File: config.mk
export PLATFORM = sky130hd
export DESIGN_NAME = cm_sort_ser_flat
export DESIGN_NICKNAME = d
export VERILOG_FILES = /design/src/rtl/cm_sort_ser_if.sv /design/src/rtl/cm_sort_ser.sv /design/src/flat_wrapper.sv
export SDC_FILE = /design/constraint.sdc
export NUM_CORES = 1
export LEC_CHECK = 0
export BUFFER_PORTS_ARGS = -buffer_cell sky130_fd_sc_hd__buf_4
export CORE_AREA = 2 2 78 80
export DETAILED_ROUTE_END_ITERATION = 12
export DIE_AREA = 0 0 80 82
export HOLD_SLACK_MARGIN = 0.12
export PLACE_DENSITY = 0.79
export SYNTH_ARGS = -nofsm -noshare
export SYNTH_HDL_FRONTEND = slang
export SYNTH_SLANG_ARGS = --single-unit
export TNS_END_PERCENT = 1
File: constraint.sdc
create_clock -name i_clk -period 2 [get_ports i_clk]
set_clock_uncertainty 0.2 [all_clocks]
set_input_delay 0.5 -clock i_clk [delete_from_list [all_inputs] [get_ports i_clk]]
set_output_delay 0.5 -clock i_clk [all_outputs]
set_load 0.05 [all_outputs]
File: src/rtl/cm_sort_ser_if.sv
// Handshake bundle for cm_sort_ser: sorted-vector input side and serial element output side.
// The slave modport is the serializer; the master modport is the surrounding environment.
interface cm_sort_ser_if #(
  parameter int unsigned DCNT   = 4,
  parameter int unsigned DWIDTH = 8
);
  localparam int unsigned IW = $clog2(DCNT);

  logic                   i_vld;
  logic                   o_rdy;
  logic [DCNT*IW-1:0]     i_idx;
  logic [DCNT*DWIDTH-1:0] i_data;
  logic                   o_vld;
  logic                   i_rdy;
  logic [DWIDTH-1:0]      o_data;
  logic [IW-1:0]          o_idx;
  logic [IW-1:0]          o_pos;
  logic                   o_last;

  modport slave (
    input  i_vld, i_idx, i_data, i_rdy,
    output o_rdy, o_vld, o_data, o_idx, o_pos, o_last
  );

  modport master (
    output i_vld, i_idx, i_data, i_rdy,
    input  o_rdy, o_vld, o_data, o_idx, o_pos, o_last
  );
endinterface

File: src/rtl/cm_sort_ser.sv
// Serializes a sorted DCNT-element vector into one element per output handshake.
// Define CM_SORT_SER_DESC_EN to emit largest-first; default emission order is ascending.
module cm_sort_ser #(
  parameter int unsigned DCNT   = 4,
  parameter int unsigned DWIDTH = 8
) (
  input  logic         i_clk,
  input  logic         i_rst,
  cm_sort_ser_if.slave bus
);
  localparam int unsigned   IW   = $clog2(DCNT);
  localparam logic [IW-1:0] LAST = IW'(DCNT - 1);

  typedef enum logic {IDLE, SEND} state_t;

  state_t            state_q, state_d;
  logic [IW-1:0]     cnt_q, cnt_d;
  logic [DWIDTH-1:0] data_q [DCNT];
  logic [DWIDTH-1:0] data_d [DCNT];
  logic [IW-1:0]     idx_q  [DCNT];
  logic [IW-1:0]     idx_d  [DCNT];

  logic          vld, rdy, last, in_hs, out_hs;
  logic [IW-1:0] slot;

  always_ff @(posedge i_clk or posedge i_rst) begin
    if (i_rst) begin
      state_q <= IDLE;
      cnt_q   <= '0;
      data_q  <= '{default: '0};
      idx_q   <= '{default: '0};
    end else begin
      state_q <= state_d;
      cnt_q   <= cnt_d;
      data_q  <= data_d;
      idx_q   <= idx_d;
    end
  end

  always_comb begin
    state_d = state_q;
    cnt_d   = cnt_q;
    data_d  = data_q;
    idx_d   = idx_q;
    unique case (state_q)
      IDLE: begin
        if (in_hs) begin
          state_d = SEND;
          cnt_d   = '0;
          for (int unsigned k = 0; k < DCNT; k++) begin
            data_d[k] = bus.i_data[k*DWIDTH +: DWIDTH];
            idx_d[k]  = bus.i_idx[k*IW +: IW];
          end
        end
      end
      SEND: begin
        if (out_hs) begin
          if (!last) begin
            cnt_d = cnt_q + IW'(1);
          end else if (in_hs) begin
            cnt_d = '0;
            for (int unsigned k = 0; k < DCNT; k++) begin
              data_d[k] = bus.i_data[k*DWIDTH +: DWIDTH];
              idx_d[k]  = bus.i_idx[k*IW +: IW];
            end
          end else begin
            // Counter is cleared on the way back so o_last stays low while idle.
            state_d = IDLE;
            cnt_d   = '0;
          end
        end
      end
      default: state_d = IDLE;
    endcase
  end

  always_comb begin
`ifdef CM_SORT_SER_DESC_EN
    slot = LAST - cnt_q;
`else
    slot = cnt_q;
`endif
    last   = (cnt_q == LAST);
    vld    = (state_q == SEND);
    rdy    = (state_q == IDLE) || (bus.i_rdy && last);
    in_hs  = bus.i_vld && rdy;
    out_hs = vld && bus.i_rdy;
  end

  assign bus.o_vld  = vld;
  assign bus.o_rdy  = rdy;
  assign bus.o_last = last;
  assign bus.o_pos  = cnt_q;
  assign bus.o_data = data_q[slot];
  assign bus.o_idx  = idx_q[slot];
endmodule

File: src/flat_wrapper.sv
// flat-port wrapper written by rule: the top's interface ports become plain ports
module cm_sort_ser_flat 
#(
  parameter int unsigned DCNT   = 4,
  parameter int unsigned DWIDTH = 8
)
  (i_clk, i_rst, bus_i_vld, bus_i_idx, bus_i_data, bus_i_rdy, bus_o_rdy, bus_o_vld, bus_o_data, bus_o_idx, bus_o_pos, bus_o_last);
  cm_sort_ser_if #(.DCNT(DCNT), .DWIDTH(DWIDTH)) bus_i ();
  input  logic i_clk;
  input  logic i_rst;
  input wire logic [$bits(bus_i.i_vld)-1:0] bus_i_vld;
  input wire logic [$bits(bus_i.i_idx)-1:0] bus_i_idx;
  input wire logic [$bits(bus_i.i_data)-1:0] bus_i_data;
  input wire logic [$bits(bus_i.i_rdy)-1:0] bus_i_rdy;
  output wire logic [$bits(bus_i.o_rdy)-1:0] bus_o_rdy;
  output wire logic [$bits(bus_i.o_vld)-1:0] bus_o_vld;
  output wire logic [$bits(bus_i.o_data)-1:0] bus_o_data;
  output wire logic [$bits(bus_i.o_idx)-1:0] bus_o_idx;
  output wire logic [$bits(bus_i.o_pos)-1:0] bus_o_pos;
  output wire logic [$bits(bus_i.o_last)-1:0] bus_o_last;
  assign bus_i.i_vld = bus_i_vld;
  assign bus_i.i_idx = bus_i_idx;
  assign bus_i.i_data = bus_i_data;
  assign bus_i.i_rdy = bus_i_rdy;
  assign bus_o_rdy = bus_i.o_rdy;
  assign bus_o_vld = bus_i.o_vld;
  assign bus_o_data = bus_i.o_data;
  assign bus_o_idx = bus_i.o_idx;
  assign bus_o_pos = bus_i.o_pos;
  assign bus_o_last = bus_i.o_last;
  cm_sort_ser #(.DCNT(DCNT), .DWIDTH(DWIDTH)) u_core (.i_clk(i_clk), .i_rst(i_rst), .bus(bus_i));
endmodule
* After elaboration in Yosys (flattened, before gate mapping) *
Index checks and enable logic that the tools add are counted.

word-level totals
  bits of input ports = 44
  register bits = 43
  word-level logic and storage cells = 46
  output and inout port bits = 15

cells by class
  equal/unequal tests = 4
  mux-type cells = 22
  reductions and logical operators = 6
  order comparisons = 1
  bitwise operators = 2
  $add $sub $neg = 1

operators by type and width
  cell                   number
  $mux W32               3
  $pmux W32 S2           1
  $mux W8                5
  $bmux W8 S2            1
  $pmux W8 S2            1
  $mux W2                5
  $bmux W2 S2            1
  $ne A2 B2 Y1 const B   2
  $pmux W2 S2            1
  $reduce_and A2 Y1      2
  $ge A3 B3 Y1 const B   1
  $logic_and A1 B1 Y1    3
  $mux W1                3
  $not A2 Y3             1
  $add A2 B1 Y2 const B  1
  $eq A2 B2 Y1 const B   1
  $ne A2 B1 Y1 const B   1
  $pmux W1 S2            1
  $logic_or A1 B1 Y1     1
  $not A1 Y1             1

* Longest topological paths before layout *
  depth in word-level cells = 8
  mapped depth = 5
  depth with buffers taken out = 3

* Least setup slack after synthesis *
OpenSTA, ideal clock, no wires.

  path type = register to output
  from = reg u_core.cnt_q[0] (netlist: u_core.bus.o_pos[0])
  to = out bus_o_rdy
  setup slack = -0.726 ns
  required time = 1.300 ns
  stages on the path, launching flop included = 5
  arrival time = 2.026 ns
  path buffers = 1
  cells stage by stage = dfrtp_1 -> ha_1 -> a21boi_2 -> buf_4 -> inv_1

between the ends
  longest elaborated chain between the ends = 3

ends and longest elaborated chain
  element                   RTL line            text
  start: declaration        cm_sort_ser.sv:17   logic [IW-1:0] cnt_q, cnt_d;
  start signal: assignment  cm_sort_ser.sv:34   cnt_q <= cnt_d;
  $eq A2 B2 Y1              cm_sort_ser.sv:83   last = (cnt_q == LAST);
  via bus_o_last            flat_wrapper.sv:20  output wire logic [$bits(bus_i.o_last)-1:0] bus_o_last;
  $logic_and A1 B1 Y1       cm_sort_ser.sv:85   rdy = (state_q == IDLE) || (bus.i_rdy && last);
  $logic_or A1 B1 Y1        cm_sort_ser.sv:85
  end: declaration          flat_wrapper.sv:15  output wire logic [$bits(bus_i.o_rdy)-1:0] bus_o_rdy;

The timed path passes the listed nets, and every way through them passes these cells.

* Worst setup path in the final report *
  from = reg u_core.cnt_q[1] (netlist: u_core.bus.o_pos[1])
  to = out bus_o_data[4]

between the ends
  longest elaborated chain between the ends = 4

ends and longest elaborated chain
  element                                      RTL line            text
  $not A2 Y3 (implied by the code)             cm_sort_ser.sv:94   assign bus.o_data = data_q[slot];
  $bmux W8 S2                                  cm_sort_ser.sv:94
  $mux W8 (implied by the code) (2 in series)  cm_sort_ser.sv:94
  end: declaration                             flat_wrapper.sv:17  output wire logic [$bits(bus_i.o_data)-1:0] bus_o_data;

Every way passes these cells. The select of a mux whose other input is x is not followed.

==> flow_metrics.tcl <==
set metrics [dict create \
    maxSlewHeadroom_pct 53.9 \
    wl_um 5640 \
    multi_input_area_um2 1130 \
    ir_drop_mv 1.04 \
    failed_checks "setup timing" \
    insertion_delay_ns 0.29 \
    setup_slack_ns -0.253 \
    tritoncts "built" \
    final_cell_mix "buf_4 (57), dfrtp_1 (41), inv_1 (40), nand2_1 (40), o32ai_2 (40)" \
    vias 1770 \
    ff_latch_area_um2 1080 \
    dp_hpwl_um 3740 \
    worstReg2RegStart "u_core.bus.o_pos[1]" \
    post_dp_cell_area_um2 3020 \
    critPathArrivalTime_ns 1.55 \
    dieHeight_um 82 \
    cp-start-kind "flip-flop" \
    ys.flop_type "dfrtp_1" \
    synthSimpleGateAreaFrac_pct 7.15 \
    antenna_found_initial 0 \
    hold_path_depth 3 \
    crit_fanout 4 \
    clock-sinks 43 \
    ys_types 17 \
    viasPerCell 5.18 \
    track_usage_pct 18.6 \
    whs_endpoint "u_core.idx_q[3]" \
    routabilityCongestion 0.754 \
    synth-async-reset-ratio_pct 100 \
    synthTopCellsByArea "dfrtp_1 (43%), o32ai_2 (26%), mux4_2 (9.1%)" \
    die_w_um 80 \
    p_per_area_nw_per_um2 1710 \
    muxShareOfSynthArea_pct 9.46 \
    yosysTopAreaCellShare_pct 43.3 \
    synth_top_family_by_area "compound AO/OA/AOI/OAI gates" \
    reg2reg_depth 6 \
    ys_ff_latch 43 \
    rows 28 \
    cts_buffers 5 \
    cts-htree-levels 2 \
    syn-num-nets 249 \
    ys.warnings.count 0 \
    maxCapViolCount 0 \
    post_synth_fa_ha_maj_area_fraction_pct 0.503 \
    slew_viol_final 0 \
    critical_path_required_ns 1.30 \
    overflow 0 \
    drcViolationCount 0 \
    grt_pass1_vias 1748 \
    cp-end-kind "primary output" \
    leakagePower_nw 1.49 \
    synth_compound_area_share_pct 27.4 \
    clkSlewWorstSetupHoldPaths_ns 0.08 \
    area_delta_synth_final_pct 29.7 \
    dieArea_um2 6560 \
    synth-edff-count 0 \
    core_um2 5750 \
    max_freq_mhz 444 \
    hold_viol_final 0 \
    grt_max_degree 44 \
    drive_gt1_share_pct 52.1 \
    hp-class "primary input to flip-flop" \
    wire_per_inst_um 16.5 \
    finalInstanceArea_um2 3230 \
    synth_area_um2 2490 \
    syn_inst 204 \
    ios 59 \
    grt_pass1_wl_um 9200 \
    seq_area_frac_synth_pct 43.3 \
    tightest_slew_ns 0.692 \
    min_from "bus_i_idx[5]" \
    fin_hold_ws_ns 0.278 \
    avgSynthCellArea_um2 12.2 \
    cts_buffer_depth 2 \
    status "complete, but fails checks" \
    n_fill_cell 495 \
    numPortBuffers 58 \
    start_util_pct 43.3 \
    setup_viol 38 \
    startpoint "u_core.bus.o_pos[1]" \
    fin_util_pct 56.1 \
    synth_top_cell_by_area "dfrtp_1" \
    cts_root_buf "clkbuf_8" \
    antennaDiodeCount 0 \
    min_period_over_period_pct 113 \
    nets 311 \
    layout_commonest_cell "buf_4" \
    crit_type "flip-flop to primary output" \
    min_period_ns 2.25 \
    ant_nets 0 \
    grt_setup_unrepaired "yes" \
    rrSetupSlack_ns -0.02 \
    synth_xor_area_share_pct 0 \
    firstDrtPassIters 5 \
    r2r-end "u_core.idx_q[3]" \
    drtIter0Drc 104 \
]
-- kinds of logic (layout without fill, tap and decap cells) --
family	count (synthesis)	after routing
flops	43	43
fa+ha+maj	1	1
simple gates	44	44
compound gates	43	43
mux	11	11
buf+inv	62	125
-- worst max path at each step --
stage	to	slack, ns	cells past startpoint
floorplan	bus_o_rdy	-0.15	4
detailed placement	bus_o_data[4]	-0.14	2
global placement	bus_o_data[1]	-0.12	2
finish	bus_o_data[4]	-0.25	3
global route	bus_o_data[2]	-0.29	3
CTS	bus_o_data[4]	-0.27	3
-- cells in the mapped netlist, drive strengths merged (2+ instances only) --
library cell,number
clkbuf,4
nand2,40
mux4,10
buf,16
inv,42
a32o,2
o32ai,40
dfrtp,43
-- flip-flops by register name, summed over array words and instances (netlist names) --
signal            count
u_core.bus.o_pos      2
u_core.bus.o_vld      1
u_core.data_q        32
u_core.idx_q          8
-- power by group --
| group | total (mW) | switching, mW | internal, mW |
|---|---|---|---|
| registers | 1.56 | 0.256 | 1.30 |
| clock network | 0.566 | 0.287 | 0.279 |
| logic | 3.39 | 1.73 | 1.65 |
-- area by class of cell --
class | count | share of cell area [%]
Multi-Input combinational cell | 99 | 35.2
Clock inverter | 1 | 0.155
Sequential cell | 43 | 33.5
Tap cell | 75 | 2.91
Clock buffer | 7 | 2.68
Inverter | 42 | 5.00
Timing Repair Buffer | 75 | 20.6
-- critical path, cell delays in order (launching register included) --
cell and delay, ns:
dfrtp_4 0.44, buf_6 0.14, mux4_2 0.52, buf_6 0.17
-- through the flow --
step	total power [mW]	TNS, ns	std cells	worst slack, ns
final	5.51	-3.00	342	-0.253
after global routing	5.83	-5.77	342	-0.295
after CTS	5.56	-3.35	342	-0.266
after detailed placement	4.69	-4.48	327	-0.140
after global placement	4.62	-3.09	327	-0.122
after floorplan	3.98	-1.09	204	-0.149
-- per-layer routing --
| layer | track usage, % | part of all wire [%] | up-vias |
|---|---|---|---|
| met5 | 0 | 0 | - |
| li1 | - | - | 847 |
| met4 | 3.05 | 0.35 | 0 |
| met1 | 25.3 | 44 | 881 |
| met2 | 30.9 | 50 | 40 |
| met3 | 4.29 | 5.2 | 2 |
-- repair_timing --
action / in CTS / in global routing
endpoints found under the setup margin: 52 / 52
hold endpoints to repair: 43 / 0
buffers inserted: 6 / 0
pin swaps: 1 / 3
resized for setup: 16 / 1
hold buffers: 1 / 0
(Power assumes the default switching activity.)
